<file path="config.mk">
export PLATFORM = sky130hd
export DESIGN_NAME = i2c_req_arbiter
export DESIGN_NICKNAME = d
export VERILOG_FILES = /design/src/rtl/i2c_req_arbiter.sv
export SDC_FILE = /design/constraint.sdc
export NUM_CORES = 1
export LEC_CHECK = 0
export CORE_MARGIN = 2
export CORE_UTILIZATION = 25
export CTS_CLUSTER_DIAMETER = 120
export DETAILED_ROUTE_END_ITERATION = 6
export SLEW_MARGIN = 15
export SYNTH_ARGS = -nofsm -noshare
export SYNTH_HDL_FRONTEND = slang
export SYNTH_SLANG_ARGS = --single-unit
</file>
<file path="constraint.sdc">
create_clock -name clk -period 6.4 [get_ports clk]
set_clock_uncertainty 0.2 [all_clocks]
set_input_delay 1.92 -clock clk [delete_from_list [all_inputs] [get_ports clk]]
set_output_delay 1.92 -clock clk [all_outputs]
set_load 0.05 [all_outputs]
</file>
<file path="src/rtl/i2c_req_arbiter.sv">
// i2c_req_arbiter
// Shares one i2c_dri engine between NUM_REQ requesters. Each accepted request
// becomes exactly one i2c_exec / i2c_done transaction. The result (read data,
// timeout flag) is returned to the owner with a one-cycle req_done pulse.
//
// Optional build macro: I2C_ARB_FIXED_PRIO_EN
//   defined   : requester 0 wins whenever its req_vld is high; requesters
//               1..NUM_REQ-1 rotate among themselves, and requester-0 grants
//               leave the rotation pointer untouched.
//   undefined : plain round-robin across all requesters.

module i2c_req_arbiter #(
    parameter int          NUM_REQ     = 3,
    parameter logic [19:0] TIMEOUT_CYC = 20'd100_000
) (
    input  logic                  clk,
    input  logic                  rst_n,
    input  logic [NUM_REQ-1:0]    req_vld,
    input  logic [NUM_REQ-1:0]    req_rh_wl,
    input  logic [NUM_REQ-1:0]    req_bit_ctrl,
    input  logic [NUM_REQ*16-1:0] req_addr,
    input  logic [NUM_REQ*8-1:0]  req_wdata,
    output logic [NUM_REQ-1:0]    req_done,
    output logic                  req_err,
    output logic [7:0]            req_rdata,
    output logic [NUM_REQ-1:0]    grant,
    output logic                  busy,
    output logic                  i2c_exec,
    output logic                  i2c_rh_wl,
    output logic                  i2c_bit_ctrl,
    output logic [15:0]           i2c_addr,
    output logic [7:0]            i2c_data_w,
    input  logic [7:0]            i2c_data_r,
    input  logic                  i2c_done
);

    localparam int IDX_W = (NUM_REQ > 1) ? $clog2(NUM_REQ) : 1;

    localparam logic [1:0] ST_IDLE  = 2'd0;
    localparam logic [1:0] ST_ISSUE = 2'd1;
    localparam logic [1:0] ST_WAIT  = 2'd2;
    localparam logic [1:0] ST_RESP  = 2'd3;

    // Extra bit so that pointer + offset never overflows before wrap-around.
    localparam logic [IDX_W:0]   NUM_REQ_EXT = (IDX_W+1)'(NUM_REQ);
    localparam logic [IDX_W-1:0] LAST_IDX    = IDX_W'(NUM_REQ - 1);

    logic [1:0]         state_reg;
    logic [IDX_W-1:0]   rr_ptr_reg;
    logic [IDX_W-1:0]   owner_reg;
    logic [NUM_REQ-1:0] grant_reg;
    logic [19:0]        cnt_reg;
    logic [7:0]         rdata_reg;
    logic               err_reg;
    logic               rh_wl_reg;
    logic               bit_ctrl_reg;
    logic [15:0]        addr_reg;
    logic [7:0]         wdata_reg;

    // Unpacked per-requester views of the packed command buses.
    logic [15:0] addr_arr  [NUM_REQ];
    logic [7:0]  wdata_arr [NUM_REQ];

    genvar gi;
    generate
        for (gi = 0; gi < NUM_REQ; gi++) begin : g_unpack
            assign addr_arr[gi]  = req_addr[16*gi +: 16];
            assign wdata_arr[gi] = req_wdata[8*gi +: 8];
        end
    endgenerate

    logic [NUM_REQ-1:0] rr_req;
    logic               win_found;
    logic [IDX_W-1:0]   win_idx;
    logic [IDX_W:0]     cand;

    // Winner selection: first pending requester after rr_ptr, wrapping round.
    always_comb begin
        rr_req    = req_vld;
        win_found = 1'b0;
        win_idx   = '0;
        cand      = '0;
`ifdef I2C_ARB_FIXED_PRIO_EN
        // Requester 0 is handled by the priority override below.
        rr_req[0] = 1'b0;
`endif
        for (int off = 1; off <= NUM_REQ; off++) begin
            cand = {1'b0, rr_ptr_reg} + (IDX_W+1)'(off);
            if (cand >= NUM_REQ_EXT) begin
                cand = cand - NUM_REQ_EXT;
            end
            if (!win_found && rr_req[cand[IDX_W-1:0]]) begin
                win_found = 1'b1;
                win_idx   = cand[IDX_W-1:0];
            end
        end
`ifdef I2C_ARB_FIXED_PRIO_EN
        if (req_vld[0]) begin
            win_found = 1'b1;
            win_idx   = '0;
        end
`endif
    end

    // Counter value after this WAIT cycle; abort once it reaches TIMEOUT_CYC-1.
    logic [19:0] cnt_inc;
    logic        timeout_hit;

    assign cnt_inc     = cnt_reg + 20'd1;
    assign timeout_hit = (cnt_inc == (TIMEOUT_CYC - 20'd1));

    // Transaction sequencer: grant, issue, wait for completion or timeout, respond.
    always_ff @(posedge clk or negedge rst_n) begin
        if (!rst_n) begin
            state_reg    <= ST_IDLE;
            rr_ptr_reg   <= LAST_IDX;
            owner_reg    <= '0;
            grant_reg    <= '0;
            cnt_reg      <= '0;
            rdata_reg    <= '0;
            err_reg      <= 1'b0;
            rh_wl_reg    <= 1'b0;
            bit_ctrl_reg <= 1'b0;
            addr_reg     <= '0;
            wdata_reg    <= '0;
        end else begin
            case (state_reg)
                ST_IDLE: begin
                    if (win_found) begin
                        grant_reg    <= NUM_REQ'(1) << win_idx;
                        owner_reg    <= win_idx;
                        rh_wl_reg    <= req_rh_wl[win_idx];
                        bit_ctrl_reg <= req_bit_ctrl[win_idx];
                        addr_reg     <= addr_arr[win_idx];
                        wdata_reg    <= wdata_arr[win_idx];
                        state_reg    <= ST_ISSUE;
                    end
                end
                ST_ISSUE: begin
                    cnt_reg   <= '0;
                    state_reg <= ST_WAIT;
                end
                ST_WAIT: begin
                    cnt_reg <= cnt_inc;
                    // A completion in the same cycle as the timeout takes precedence.
                    if (i2c_done) begin
                        rdata_reg <= i2c_data_r;
                        err_reg   <= 1'b0;
                        state_reg <= ST_RESP;
                    end else if (timeout_hit) begin
                        rdata_reg <= '0;
                        err_reg   <= 1'b1;
                        state_reg <= ST_RESP;
                    end
                end
                default: begin
`ifdef I2C_ARB_FIXED_PRIO_EN
                    if (owner_reg != '0) begin
                        rr_ptr_reg <= owner_reg;
                    end
`else
                    rr_ptr_reg <= owner_reg;
`endif
                    grant_reg <= '0;
                    state_reg <= ST_IDLE;
                end
            endcase
        end
    end

    assign i2c_exec     = (state_reg == ST_ISSUE);
    assign busy         = (state_reg != ST_IDLE);
    assign grant        = grant_reg;
    assign req_done     = (state_reg == ST_RESP) ? grant_reg : '0;
    assign req_err      = err_reg;
    assign req_rdata    = rdata_reg;
    assign i2c_rh_wl    = rh_wl_reg;
    assign i2c_bit_ctrl = bit_ctrl_reg;
    assign i2c_addr     = addr_reg;
    assign i2c_data_w   = wdata_reg;

endmodule

</file>
==> results.toml <==
[clock_network]
clk_pin_slew_worst_paths_ns = 0.06
cts_sinks = 64
numCtsBuffers = 9
clk_latency_ns = 0.33
hold_buffers = 0
cts.repair.resized = 0
h-tree-depth = 3
clockBufferDepth = 2
post-cts-setup-buffers = 0
cts_tree = "done"
cts_root_buf = "clkbuf_16"

[placement]
place_hpwl_um = 9140
io_buffer_count = 134
placed_area_um2 = 5340
place_congestion = 0.868

[grt]
grt_max_degree = 65
track_usage = 0.145
grt_first_pass_wirelength_um = 18900
grt_pass1_vias = 3520
overflow = 0
antenna_found_initial = 0

[yosys]
synth_edf_count = 0
yosysWarnings = 0
yosys.area.top_type_share = 0.405
synthesis.area_um2 = 3890
synth_top_flop_cell = "dfrtp_1"
ys_seq_area_frac = 0.412
avgSynthCellArea_um2 = 8.92
synth_seq_cells = 64
synthesis.nets = 537
synthCells = 436
yosysTopAreaCell = "dfrtp_1"
synth_cell_types = 63
synthTopCellsByArea = "dfrtp_1, nand2_1, o21ai_0, a22o_1, a21oi_1"
synthArstFlopShare = 1.00

[pwr]
p_total_mw = 2.73
powerDensity_nw_per_um2 = 481
p_leak_nw = 2.28
ir_drop_mv = 0.281

[sta]
slew_violations = 0
worst_hold_slack_ns = 0.276
tightest_slew_ns = 0.881
report.final.hold_viol_count = 0
fin_crit_sh = 0.692
setup_viol = 0
rsz0062_at_grt = "false"
relSlewSlack = 0.413
max_freq_mhz = 226
fin_crit_ns = 4.43
tns_ns = 0

[critical_path]
r2r_slack_ns = 3.13
crit_path_max_fanout = 54
r2r_cells = 6
path_cells = "clkdlybuf4s50_1, nor2b_1, a2111o_1, o21ai_1, or2_2, mux2_2"
criticalPathCategory = "in2reg"
cp.required_ns = 6.42
reg2reg_from = "cnt_reg[7]$_DFFE_PN0N_"
critPathArrivalTime_ns = 4.45
rr_endpoint = "req_rdata[7]$_DFFE_PN0P_"
crit_path_top_delay_cell = "or2_2"
max_stage_delay_ns = 0.73
critPathCaptureType = "flip-flop"
start_kind = "input pin"

[final_layout]
antenna_cells = 0
fillers = 1524
post-route-util = 0.373
drive_above_1_share = 0.0872
area_growth_pct = 45.8
nets = 658
largest_reg_flops = 20
design_area_um2 = 5670

[route]
drt-initial-drc-count = 267
viasPerCell = 4.95
routed_wl_um = 12100
num_vias = 3711
antenna_left = 0
route.detailed.drc = 0
dr.pass1.iters = 5
routedWlPerCell_um = 16.2

[floorplan]
core_area_um2 = 15200
dieArea_um2 = 16600
num_rows = 45
die_h_um = 129
die_w_um = 129
io_pins = 135
start_util = 0.256

[min_path]
hold_path_startpoint = "i2c_bit_ctrl$_DFFE_PN0P_"
hold_depth = 2
worstHoldEndpoint = "i2c_bit_ctrl$_DFFE_PN0P_"
min_path_type = "reg2reg"

[job]
drv_cap = 0

[outcome]
outcome = "complete, no violations"
-- report_power, final --
group	internal [mW]	switching, mW
combinational	0.541	1.01
clock	0.353	0.186
sequential	0.543	0.0912
-- layout make-up --
cell class	instances	area [µm²]	area share
inverters	15	56.3	0.00993
clock buffers	10	239	0.0422
well taps	188	235	0.0415
repair buffers	138	1370	0.241
clock inverters	6	91.3	0.0161
flip-flops and latches	64	1600	0.283
multi-input cells	329	2080	0.366
-- cell usage in the layout (no fill, tap or decap), types with 7 or more instances in the layout --
| master | instances |
|---|---|
| o21ai_0 | 55 |
| a21oi_1 | 32 |
| ha_1 | 9 |
| o31ai_1 | 10 |
| clkbuf_16 | 9 |
| dfrtp_1 | 63 |
| nand2b_1 | 11 |
| nor2_1 | 7 |
| a22oi_1 | 11 |
| inv_1 | 15 |
| clkdlybuf4s50_1 | 133 |
| nand2_1 | 78 |
| nand3_1 | 11 |
| a22o_1 | 27 |
-- per-layer routing --
| layer | track usage | vias up | wire (µm) |
|---|---|---|---|
| met5 | 0 | - | 0 |
| met4 | 0.0512 | 0 | 255 |
| met3 | 0.0312 | 21 | 489 |
| met2 | 0.230 | 87 | 5930 |
| met1 | 0.196 | 1772 | 5470 |
| li1 | - | 1831 | - |
-- logic make-up after synthesis --
kind of cell    count (synthesis)  share of synthesized area
mux                             5                     0.0151
compound gates                165                      0.277
simple gates                  147                      0.205
fa+ha+maj                       9                     0.0290
flops                          64                      0.412
buf+inv                        43                     0.0553
xor+xnor                        3                    0.00676
-- worst max-delay path: cells and delay by family --
kind	cells	cell delay [ns]
multiplexers	1	0.41
buffers and inverters	1	0.49
AO/OA/AOI/OAI	2	0.70
AND/OR/NAND/NOR	2	0.92
-- cells in the mapped netlist (2+ instances only) --
cell      instances
nor4_1            3
a31oi_1           3
nand2b_1         11
inv_1            15
a21oi_1          32
a22oi_1          11
a21bo_2           3
o31ai_1          10
o41ai_1           3
a22o_1           27
o21ai_0          55
nand3_2           2
nand3_1          11
clkbuf_1         20
nor2b_1           2
mux2_2            3
nor4_4            2
and2_1            5
buf_1             2
clkbuf_8          5
nor2_1            7
a211oi_1          4
xnor2_1           2
nand2_1          78
or2_2             4
o21ai_1           4
dfrtp_1          63
nand4_1           5
and3b_1           2
ha_1              9
-- how the worst max path moves through the flow --
stage | from | end | slack [ns] | cells after the start
6_report | req_vld[1] | owner_reg[0]$_DFFE_PN0P_ | 1.97 | 6
5_1_grt | req_vld[1] | owner_reg[1]$_DFFE_PN0P_ | 1.79 | 6
4_1_cts | req_vld[1] | owner_reg[0]$_DFFE_PN0P_ | 1.98 | 6
3_5_place_dp | req_vld[1] | owner_reg[0]$_DFFE_PN0P_ | 1.63 | 6
3_3_place_gp | req_vld[1] | owner_reg[1]$_DFFE_PN0P_ | 1.71 | 6
2_1_floorplan | req_vld[1] | i2c_addr[11]$_DFFE_PN0P_ | 2.63 | 7
-- metrics by stage --
stage	std cells	worst slack, ns
CTS	750	1.98
floorplan	436	2.63
finish	750	1.97
global route	750	1.79
global placement	734	1.71
detailed placement	734	1.63
Power figures use the tool's default switching activity.
